File: src/rtl/wts_channel_pkg.sv
// ---------------------------------------------------------------------------
// wts_channel_pkg
// Shared definitions for the wave-table channel bank:
//   env_state_e  - envelope phase encoding (IDLE=0 .. RELEASE=4)
//   key_event_e  - the single key event applied to a channel in one service
//   level format - 25-bit envelope level, 9 integer bits . 16 fraction bits
//   LFSR         - seed and tap positions of the shared noise generator
//   waveMask()   - address mask for a given wave-length code
// ---------------------------------------------------------------------------
package wts_channel_pkg;

  typedef enum logic [2:0] {
    ENV_IDLE    = 3'd0,
    ENV_ATTACK  = 3'd1,
    ENV_DECAY   = 3'd2,
    ENV_SUSTAIN = 3'd3,
    ENV_RELEASE = 3'd4
  } env_state_e;

  typedef enum logic [1:0] {
    KEY_NONE    = 2'd0,
    KEY_OFF     = 2'd1,
    KEY_ON      = 2'd2,
    KEY_RELEASE = 2'd3
  } key_event_e;

  localparam int ENV_MAX = 256;
  localparam int FRAC_W  = 16;
  localparam int LEVEL_W = 25;
  localparam logic [LEVEL_W-1:0] LEVEL_MAX = LEVEL_W'(ENV_MAX) << FRAC_W;

  localparam int LFSR_W = 17;
  localparam logic [LFSR_W-1:0] LFSR_SEED = 17'h00001;
  localparam int LFSR_TAP_HI = 17;
  localparam int LFSR_TAP_LO = 14;

  // Wave length code 0..3 selects 32/16/8/4 samples
  function automatic logic [4:0] waveMask(input logic [1:0] waveLength);
    return 5'd31 >> waveLength;
  endfunction

endpackage

File: src/rtl/wts_envelope_step.sv
// ---------------------------------------------------------------------------
// wts_envelope_step
// Purely combinational ADSR step for one channel service.
// Inputs : state_i/level_i (current channel envelope), key_i (the key event
//          already resolved by priority), ar_i/dr_i/sr_i/rr_i (rates in
//          1/65536 level per service), sl_i (integer sustain level).
// Outputs: state_o/level_o, the channel envelope after this service.
// A key event that is acted on replaces the rate step for that service.
// ---------------------------------------------------------------------------
module wts_envelope_step
  import wts_channel_pkg::*;
(
  input  env_state_e         state_i,
  input  logic [LEVEL_W-1:0] level_i,
  input  key_event_e         key_i,
  input  logic [15:0]        ar_i,
  input  logic [15:0]        dr_i,
  input  logic [15:0]        sr_i,
  input  logic [15:0]        rr_i,
  input  logic [7:0]         sl_i,
  output env_state_e         state_o,
  output logic [LEVEL_W-1:0] level_o
);

  logic [LEVEL_W:0]   attackSum;
  logic [LEVEL_W-1:0] sustainLevel;
  logic [LEVEL_W-1:0] rateDr;
  logic [LEVEL_W-1:0] rateSr;
  logic [LEVEL_W-1:0] rateRr;
  logic               releaseAccepted;

  // One extra bit on the attack sum so overshooting 256.0 is never lost
  assign attackSum    = {1'b0, level_i} + (LEVEL_W+1)'(ar_i);
  assign sustainLevel = {1'b0, sl_i, 16'h0000};
  assign rateDr       = LEVEL_W'(dr_i);
  assign rateSr       = LEVEL_W'(sr_i);
  assign rateRr       = LEVEL_W'(rr_i);

  // A release in IDLE or RELEASE is treated as if it never happened
  assign releaseAccepted = (key_i == KEY_RELEASE) &&
                           (state_i inside {ENV_ATTACK, ENV_DECAY, ENV_SUSTAIN});

  // Key events first, otherwise the rate step of the current phase.
  // Subtractions compare the rate against the level before subtracting so
  // the unsigned result never wraps.
  always_comb begin
    state_o = state_i;
    level_o = level_i;
    if (key_i == KEY_OFF) begin
      state_o = ENV_IDLE;
      level_o = '0;
    end else if (key_i == KEY_ON) begin
      state_o = ENV_ATTACK;
      level_o = '0;
    end else if (releaseAccepted) begin
      state_o = ENV_RELEASE;
    end else begin
      case (state_i)
        ENV_IDLE: begin
          level_o = '0;
        end
        ENV_ATTACK: begin
          if (attackSum >= {1'b0, LEVEL_MAX}) begin
            level_o = LEVEL_MAX;
            state_o = ENV_DECAY;
          end else begin
            level_o = attackSum[LEVEL_W-1:0];
          end
        end
        ENV_DECAY: begin
          if ((rateDr >= level_i) || ((level_i - rateDr) <= sustainLevel)) begin
            level_o = sustainLevel;
            state_o = ENV_SUSTAIN;
          end else begin
            level_o = level_i - rateDr;
          end
        end
        ENV_SUSTAIN: begin
          level_o = (rateSr >= level_i) ? '0 : (level_i - rateSr);
        end
        ENV_RELEASE: begin
          if (rateRr >= level_i) begin
            level_o = '0;
            state_o = ENV_IDLE;
          end else begin
            level_o = level_i - rateRr;
          end
        end
        default: begin
          level_o = '0;
          state_o = ENV_IDLE;
        end
      endcase
    end
  end

endmodule

File: src/rtl/wts_channel_bank.sv
// ---------------------------------------------------------------------------
// wts_channel_bank
// Time-multiplexed bank of CHANNELS wave-table channels. One channel (slot)
// is serviced per active pulse using the registers the register file
// presents for that slot; per-channel state lives in arrays.
// Ports:
//   clk, reset          - clock, synchronous active-high reset
//   active              - one-clk service pulse
//   key_on/_release/_off- per-channel key pulses, held as sticky pending bits
//   slot                - channel whose reg_* must be presented
//   reg_*               - serviced channel's rates, sustain level, wave
//                         length, tone and noise periods, noise enable
//   out_valid/out_ch    - one-clk pulse after a service and its channel
//   envelope            - integer envelope 0..256, noise gated
//   sram_a              - {out_ch, masked wave address}
// ---------------------------------------------------------------------------
module wts_channel_bank
  import wts_channel_pkg::*;
#(
  parameter int CHANNELS = 4,
  parameter int CH_W     = $clog2(CHANNELS),
  parameter int FREQ_W   = 12,
  parameter int NOISE_W  = 5
) (
  input  logic                clk,
  input  logic                reset,
  input  logic                active,
  input  logic [CHANNELS-1:0] key_on,
  input  logic [CHANNELS-1:0] key_release,
  input  logic [CHANNELS-1:0] key_off,
  output logic [CH_W-1:0]     slot,
  input  logic                reg_noise_enable,
  input  logic [15:0]         reg_ar,
  input  logic [15:0]         reg_dr,
  input  logic [15:0]         reg_sr,
  input  logic [15:0]         reg_rr,
  input  logic [7:0]          reg_sl,
  input  logic [1:0]          reg_wave_length,
  input  logic [FREQ_W-1:0]   reg_frequency_count,
  input  logic [NOISE_W-1:0]  reg_noise_frequency_count,
  output logic                out_valid,
  output logic [CH_W-1:0]     out_ch,
  output logic [8:0]          envelope,
  output logic [CH_W+4:0]     sram_a
);

  env_state_e          envState_q [CHANNELS];
  logic [LEVEL_W-1:0]  level_q    [CHANNELS];
  logic [FREQ_W-1:0]   toneCnt_q  [CHANNELS];
  logic [4:0]          addr_q     [CHANNELS];
  logic [NOISE_W-1:0]  noiseCnt_q [CHANNELS];
  logic [CHANNELS-1:0] noiseBit_q;
  logic [CHANNELS-1:0] pendOn_q, pendOff_q, pendRel_q;
  logic [CHANNELS-1:0] pendOn_d, pendOff_d, pendRel_d;
  logic [CH_W-1:0]     slot_q;
  logic [LFSR_W-1:0]   lfsr_q, lfsr_d;

  logic                outValid_q;
  logic [CH_W-1:0]     outCh_q;
  logic [8:0]          envelope_q;
  logic [CH_W+4:0]     sramA_q;

  logic [CHANNELS-1:0] slotOneHot;
  logic                svcOn, svcOff, svcRel;
  key_event_e          keyEvent;
  env_state_e          state_d;
  logic [LEVEL_W-1:0]  level_d;
  logic [FREQ_W-1:0]   toneCnt_d;
  logic [4:0]          addr_d;
  logic [4:0]          addrMask;
  logic [NOISE_W-1:0]  noiseCnt_d;
  logic                noiseBit_d;
  logic [8:0]          envelope_d;

  assign slotOneHot = CHANNELS'(1) << slot_q;

  // Keys of this very cycle count for the serviced channel, so a pulse
  // coinciding with its service is applied rather than lost
  assign svcOn  = pendOn_q[slot_q]  | key_on[slot_q];
  assign svcOff = pendOff_q[slot_q] | key_off[slot_q];
  assign svcRel = pendRel_q[slot_q] | key_release[slot_q];

  always_comb begin
    keyEvent = KEY_NONE;
    if (svcOff) begin
      keyEvent = KEY_OFF;
    end else if (svcOn) begin
      keyEvent = KEY_ON;
    end else if (svcRel) begin
      keyEvent = KEY_RELEASE;
    end
  end

  // Sticky pending keys; the serviced channel's bits are consumed
  always_comb begin
    pendOn_d  = pendOn_q  | key_on;
    pendOff_d = pendOff_q | key_off;
    pendRel_d = pendRel_q | key_release;
    if (active) begin
      pendOn_d  = pendOn_d  & ~slotOneHot;
      pendOff_d = pendOff_d & ~slotOneHot;
      pendRel_d = pendRel_d & ~slotOneHot;
    end
  end

  wts_envelope_step uEnvStep (
    .state_i (envState_q[slot_q]),
    .level_i (level_q[slot_q]),
    .key_i   (keyEvent),
    .ar_i    (reg_ar),
    .dr_i    (reg_dr),
    .sr_i    (reg_sr),
    .rr_i    (reg_rr),
    .sl_i    (reg_sl),
    .state_o (state_d),
    .level_o (level_d)
  );

  // Tone counter and wave address; key_on restarts the wave, IDLE freezes it
  always_comb begin
    addrMask  = waveMask(reg_wave_length);
    toneCnt_d = toneCnt_q[slot_q];
    addr_d    = addr_q[slot_q];
    if (keyEvent == KEY_ON) begin
      toneCnt_d = reg_frequency_count;
      addr_d    = '0;
    end else if (envState_q[slot_q] != ENV_IDLE) begin
      if (toneCnt_q[slot_q] == '0) begin
        toneCnt_d = reg_frequency_count;
        addr_d    = (addr_q[slot_q] + 5'd1) & addrMask;
      end else begin
        toneCnt_d = toneCnt_q[slot_q] - FREQ_W'(1);
      end
    end
  end

  // Noise counter runs on every service; a reload samples the shared LFSR
  always_comb begin
    noiseCnt_d = noiseCnt_q[slot_q];
    noiseBit_d = noiseBit_q[slot_q];
    if (noiseCnt_q[slot_q] == '0) begin
      noiseCnt_d = reg_noise_frequency_count;
      noiseBit_d = lfsr_q[0];
    end else begin
      noiseCnt_d = noiseCnt_q[slot_q] - NOISE_W'(1);
    end
  end

  assign lfsr_d = {lfsr_q[LFSR_W-2:0], lfsr_q[LFSR_TAP_HI-1] ^ lfsr_q[LFSR_TAP_LO-1]};

  assign envelope_d = (reg_noise_enable && !noiseBit_d) ? 9'd0
                                                        : level_d[LEVEL_W-1:FRAC_W];

  // All state updates happen only for the serviced channel on active
  always_ff @(posedge clk) begin
    if (reset) begin
      slot_q     <= '0;
      lfsr_q     <= LFSR_SEED;
      pendOn_q   <= '0;
      pendOff_q  <= '0;
      pendRel_q  <= '0;
      noiseBit_q <= '0;
      outValid_q <= 1'b0;
      outCh_q    <= '0;
      envelope_q <= '0;
      sramA_q    <= '0;
      for (int i = 0; i < CHANNELS; i++) begin
        envState_q[i] <= ENV_IDLE;
        level_q[i]    <= '0;
        toneCnt_q[i]  <= '0;
        addr_q[i]     <= '0;
        noiseCnt_q[i] <= '0;
      end
    end else begin
      outValid_q <= active;
      pendOn_q   <= pendOn_d;
      pendOff_q  <= pendOff_d;
      pendRel_q  <= pendRel_d;
      if (active) begin
        slot_q                 <= slot_q + CH_W'(1);
        lfsr_q                 <= lfsr_d;
        envState_q[slot_q]     <= state_d;
        level_q[slot_q]        <= level_d;
        toneCnt_q[slot_q]      <= toneCnt_d;
        addr_q[slot_q]         <= addr_d;
        noiseCnt_q[slot_q]     <= noiseCnt_d;
        noiseBit_q[slot_q]     <= noiseBit_d;
        outCh_q                <= slot_q;
        envelope_q             <= envelope_d;
        sramA_q                <= {slot_q, addr_d & addrMask};
      end
    end
  end

  assign slot      = slot_q;
  assign out_valid = outValid_q;
  assign out_ch    = outCh_q;
  assign envelope  = envelope_q;
  assign sram_a    = sramA_q;

endmodule
File: config.mk
export PLATFORM = sky130hd
export DESIGN_NAME = wts_channel_bank
export DESIGN_NICKNAME = d
export VERILOG_FILES = /design/src/rtl/wts_channel_pkg.sv /design/src/rtl/wts_envelope_step.sv /design/src/rtl/wts_channel_bank.sv
export SDC_FILE = /design/constraint.sdc
export NUM_CORES = 1
export LEC_CHECK = 0
export CORE_MARGIN = 3
export CORE_UTILIZATION = 63
export DETAILED_ROUTE_END_ITERATION = 8
export PLACE_DENSITY = 0.93
export SLEW_MARGIN = 0
export SYNTH_ARGS = -nofsm -noshare
export SYNTH_HDL_FRONTEND = slang
export SYNTH_SLANG_ARGS = --single-unit
File: constraint.sdc
create_clock -name clk -period 15.9 [get_ports clk]
set_input_delay 3.18 -clock clk [delete_from_list [all_inputs] [get_ports clk]]
set_output_delay 3.18 -clock clk [all_outputs]
set_load 0.05 [all_outputs]
## Yosys cells after proc, flatten, opt, wreduce, memory -nomap -nowiden

Memory sizes are Yosys's and may differ from the RTL's. A register that Yosys moved wholly into a read port is not among the register bits.
Index checks and enable logic that the tools add are counted.
W data, S select, Z words.

| word-level totals | value |
|---|---|
| register bits | 54 |
| memory bits (writable) | 200 |
| input bits | 107 |
| output and inout port bits | 21 |
| logic and storage cells | 145 |
| memories kept | 5 |

| operators by class | value |
|---|---|
| $add $sub $neg | 8 |
| order comparisons | 7 |
| equality and inequality tests | 7 |
| shift-type cells | 2 |
| multiplexer cells | 77 |
| bitwise operators | 13 |
| reduce and logical (&&, ||, !) cells | 16 |

Memories:

| memory | depth | width | read ports | clocked after memory_dff | write ports | line | text |
|---|---|---|---|---|---|---|---|
| level_q | 4 | 25 | 1 | 1 | 4 | wts_channel_bank.sv:48 | `logic [LEVEL_W-1:0] level_q [CHANNELS];` |
| toneCnt_q | 4 | 12 | 1 | 1 | 4 | wts_channel_bank.sv:49 | `logic [FREQ_W-1:0] toneCnt_q [CHANNELS];` |
| addr_q | 4 | 5 | 1 | 1 | 4 | wts_channel_bank.sv:50 | `logic [4:0] addr_q [CHANNELS];` |
| noiseCnt_q | 4 | 5 | 1 | 1 | 4 | wts_channel_bank.sv:51 | `logic [NOISE_W-1:0] noiseCnt_q [CHANNELS];` |
| envState_q | 4 | 3 | 1 | 1 | 4 | wts_channel_bank.sv:47 | `env_state_e envState_q [CHANNELS];` |

Operators with widths:

| kind | count |
|---|---|
| $mux W25 | 8 |
| $pmux W25 S4 | 1 |
| $ge A16 B25 Y1 | 3 |
| $sub A25 B16 Y25 | 3 |
| $mux W12 | 4 |
| $mux W2 | 18 |
| $mux W5 | 6 |
| $add A25 B16 Y26 | 1 |
| $ge A26 B25 Y1 const B | 1 |
| $le A25 B24 Y1 | 1 |
| $reduce_or A25 Y1 | 1 |
| $mux W3 | 7 |
| $mux W1 | 19 |
| $bmux W1 S2 | 7 |
| $and A4 B4 Y4 | 3 |
| $logic_not A12 Y1 | 1 |
| $mux W4 | 3 |
| $or A4 B4 Y4 | 3 |
| $pmux W3 S4 | 1 |
| $reduce_or A12 Y1 | 1 |
| $sub A12 B1 Y12 const B | 1 |
| $and A5 B5 Y5 | 2 |
| $reduce_or A5 Y1 | 2 |
| $mux W9 | 1 |
| other kinds (25) | 32 |

## Longest topological paths before layout

| depth | value |
|---|---|
| word-level depth | 12 |
| gate-level depth with buffers | 28 |
| mapped depth without buffers | 22 |

## By module

From an unflattened synthesis, not the netlist that was laid out.

| unflattened totals | value |
|---|---|
| cell total of the unflattened synthesis | 1660 |
| area, all modules | 16938.7 sq um |

Modules (own cells, without submodules):

| module | times used | cells an instance | area an instance (sq um) | seq. area each (sq um) |
|---|---|---|---|---|
| wts_channel_bank | 1 | 805 | 11329.6 | 7086.8 |
| wts_envelope_step | 1 | 855 | 5609.1 | 0.0 |

## Least setup slack after synthesis

No wires, ideal clock.

| timing path | value |
|---|---|
| kind | input-to-reg |
| start point | input reg_dr[0] |
| end point | memory level_q[0][15] (data pin) |
| setup time | 0.269 ns |
| arrival time | 7.517 ns |
| data required time | 15.631 ns |
| setup slack | 8.114 ns |
| stages on the path | 20 |
| buffers on the path | 0 |
| path through | ha_1 inv_1 fa_1 a21o_1 a221oi_1 a2111oi_0 nand2b_1 nor2_1 xor2_1 ha_1 nand2_1 nor4_1 o221ai_1 a211oi_1 nand4_1 nor4_4 a31oi_2 and3_1 o41ai_2 nor2_1 |

RTL lines:

| element | line | text |
|---|---|---|
| start, declared | wts_channel_bank.sv:34 | `input logic [15:0] reg_dr,` |
| end, declared | wts_channel_bank.sv:48 |  |

==> results.sh <==
export IMPL_post_cts_buffers=0
export IMPL_reg2reg_slack_ns=8.34
export IMPL_numCtsBuffers=25
export IMPL_dieArea_mm2=0.0281
export IMPL_initial_core_util_pct=64.8
export IMPL_clockBufferDepth=3
export IMPL_max_cap_viol_count=0
export IMPL_grt_pass1_vias=14600
export IMPL_detail_route_antenna_nets=0
export IMPL_hold_buffers=0
export IMPL_critPathCaptureType="register"
export IMPL_layout_nets=1920
export IMPL_finalNonFillerCells=2078
export IMPL_clkSinkCount=254
export IMPL_drc_errors=0
export IMPL_synth_distinct_cells=95
export IMPL_cts_htree_levels=1
export IMPL_first_pass_iters=6
export IMPL_place_congestion=1.03
export IMPL_ys_seq_elements=254
export IMPL_cp_slowest_stage_delay_ns=0.51
export IMPL_startpoint="reg_dr[0]"
export IMPL_startpoint_type="input pin"
export IMPL_syn_inst=1643
export IMPL_grt_pass1_wl_mm=80.3
export IMPL_drt_initial_drc_count=1966
export IMPL_dpl_hpwl_mm=35.6
export IMPL_synth_edff_count=200
export IMPL_p_per_area_mw_per_mm2=112
export IMPL_synth_net_count=1834
export IMPL_grt_ovfl_total=0
export IMPL_leakage_nw=7.46
export IMPL_finalHoldViolations=0
export IMPL_worstSetupPathType="input pin to register"
export IMPL_fmax_ghz=0.111
export IMPL_die_height_um=168
export IMPL_path_max_fanout=13
export IMPL_slew_viol_final=0
export IMPL_reg2regPathDepth=24
export IMPL_syn_area_mm2=0.0165
export IMPL_ctsResizeCount=0
export IMPL_antenna_found_initial=1
export IMPL_crit_path_end="level_q[0][15]"
export IMPL_syn2layout_area_growth_pct=14.7
export IMPL_worstReg2RegEnd="level_q[0][15]"
export IMPL_required_ns=16.16
export IMPL_pin_count=128
export IMPL_synth_warnings=0
export IMPL_hold_class="register to register"
export IMPL_slew_limit_headroom_pct=19.9
export IMPL_route_vias_total=14600
export IMPL_grt_usage_pct=36.0
export IMPL_placementRows=58
export IMPL_skew_ns=0.0248
export IMPL_fin_crit_ns=8.98
export IMPL_die_x_um=168
export IMPL_grt_start_max_net_pins=52
export IMPL_min_period_over_period_pct=56.5
export IMPL_synth_largest_area_cell="edfxtp_1"
export IMPL_ir_drop_mv=0.102
export IMPL_worst_slew_pin_slew_ns=1.20
export IMPL_cts_tree="built"
export IMPL_multi_input_area_mm2=0.00864
export IMPL_status="finished clean"
export IMPL_cp_cell_sequence="clkdlybuf4s50_1, ha_1, inv_1, fa_1, a21o_1, a221oi_1, a2111oi_0, buf_4, nand2b_1, nor2_1, xor2_1, ha_1, nand4_1, nor4_1, o221ai_1, a211oi_1, nand4_1, nor4_4, a31oi_2, and3_1, o41ai_2, nor2_1"
export IMPL_placedCellCount=2032
export IMPL_drive_above_1_share_pct=9.04
export IMPL_fin_hold_ws_ns=0.447
export IMPL_clk_latency_ns=0.55
export IMPL_async_reset_ff_share_pct=0
export IMPL_layout_common_cells="nor2_1, edfxtp_1, clkdlybuf4s50_1"
export IMPL_wl_per_cell_um=25.1
export IMPL_port_buffer_count=127
export IMPL_rsz0062_at_grt="false"
export IMPL_wl_mm=52.1
export IMPL_synthTopCellsByArea="edfxtp_1, mux4_2, dfxtp_1, ha_1, nor2_1"
export IMPL_ys_flop_type="edfxtp_1"
export IMPL_syn_avg_cell_area_um2=10.0
export IMPL_seq_area_frac_synth_pct=43.0
export IMPL_worstPathArrival_ns=9.24
export IMPL_root_buffer="clkbuf_16"
export IMPL_coreArea_mm2=0.0254
export IMPL_fin_tns_setup_ns=0
export IMPL_synth_top_area_share_pct=36.5
export IMPL_final_common_cell="nor2_1"
export IMPL_fillCellCount=1669
export IMPL_avgViaCountPerCell=7.01
export IMPL_finalSetupViolations=0
export IMPL_crit_slowest_cell="a221oi_1"
export IMPL_seq_area_mm2=0.00709
export IMPL_n_antenna_cell=0
export IMPL_clk_pin_slew_ns=0.07
-- critical path: cells and delay by family --
kind | cells | cell delay (ns)
AO/OA/AOI/OAI | 7 | 2.32
AND/OR/NAND/NOR | 8 | 2.01
adder cells (fa/ha/maj) | 3 | 0.90
buffers and inverters | 3 | 0.72
XOR/XNOR | 1 | 0.11
-- synth_stat cells (6+ instances only) --
master    number
a211oi_1      23
a21o_1        47
a21oi_1       86
a221oi_1       7
a22o_1         6
a311oi_1       9
a31oi_1        9
and2_1         6
and3_1        12
buf_1         10
buf_2          6
clkbuf_1      60
dfxtp_1       54
edfxtp_1     200
ha_1          80
inv_1        111
mux2i_1       29
mux4_2        52
nand2_1      102
nand2b_1      19
nand3_1       39
nand4_1       16
nor2_1       265
nor2b_1       11
nor3_1        36
nor4_1        10
o211ai_1      23
o21a_1        13
o21ai_0       55
o21ai_1        9
o21bai_1      10
o221ai_1      14
o31ai_1       11
or2_2          7
or3_1          8
xnor2_1       41
xor2_1        29
-- power by group --
| part | total [mW] | internal (mW) | leakage (nW) | switching (mW) |
|---|---|---|---|---|
| Sequential | 0.773 | 0.754 | 2.52 | 0.0187 |
| Clock | 0.665 | 0.397 | 0.461 | 0.267 |
| Combinational | 0.681 | 0.250 | 4.47 | 0.431 |
-- worst min-delay path by stage --
stage | from | end | slack (ns) | depth (start not counted)
2_1_floorplan | pendRel_q[1] | pendRel_q[1] | 0.43 | 2
3_3_place_gp | sram_a[1] | sram_a[1] | 0.44 | 2
3_5_place_dp | sram_a[0] | sram_a[0] | 0.43 | 2
4_1_cts | sram_a[0] | sram_a[0] | 0.45 | 2
5_1_grt | sram_a[0] | sram_a[0] | 0.47 | 2
6_report | sram_a[0] | sram_a[0] | 0.45 | 2
-- per-layer routing --
layer,track usage (%),part of all wire [%],vias to the layer above
met2,59.1,47,1169
li1,-,-,6283
met5,0,0.025,-
met4,20.0,6.6,2
met1,45.6,35,6813
met3,6.04,11,296
-- cell type report --
cell class	instances	share of cell area, %
Multi-Input combinational cell	1195	45.8
Sequential cell	254	37.6
Clock inverter	18	1.27
Timing Repair Buffer	141	7.29
Inverter	112	2.23
Clock buffer	28	3.65
Tap cell	330	2.19
-- state kept, by name (all words and copies together) (netlist names), named ones only --
register,flops
level_q,100
toneCnt_q,48
addr_q,20
noiseCnt_q,20
lfsr_q,17
envState_q,12
envelope,9
sram_a,5
noiseBit_q,4
pendOff_q,4
pendOn_q,4
pendRel_q,4
out_ch,2
slot,2
out_valid,1
-- through the flow --
| stage | setup WS, ns | total power, mW | instance area, µm² | util [%] |
|---|---|---|---|---|
| 2_1_floorplan | 8.11 | 1.25 | 16500 | - |
| 3_3_place_gp | 6.79 | 1.41 | 17900 | 70.7 |
| 3_5_place_dp | 6.52 | 1.43 | 17900 | 70.7 |
| 4_1_cts | 7.05 | 2.09 | 18900 | 74.3 |
| 5_1_grt | 6.68 | 2.18 | 18900 | 74.3 |
| 6_report | 6.92 | 2.12 | 18900 | 74.3 |
-- logic make-up after synthesis --
logic type | Yosys count | share of synthesized area (%)
compound gates | 397 | 17.2
flops | 254 | 43.0
simple gates | 559 | 15.7
buf+inv | 194 | 4.66
fa+ha+maj | 84 | 6.57
mux | 85 | 9.15
xor+xnor | 70 | 3.72
(Power assumes the default switching activity.)
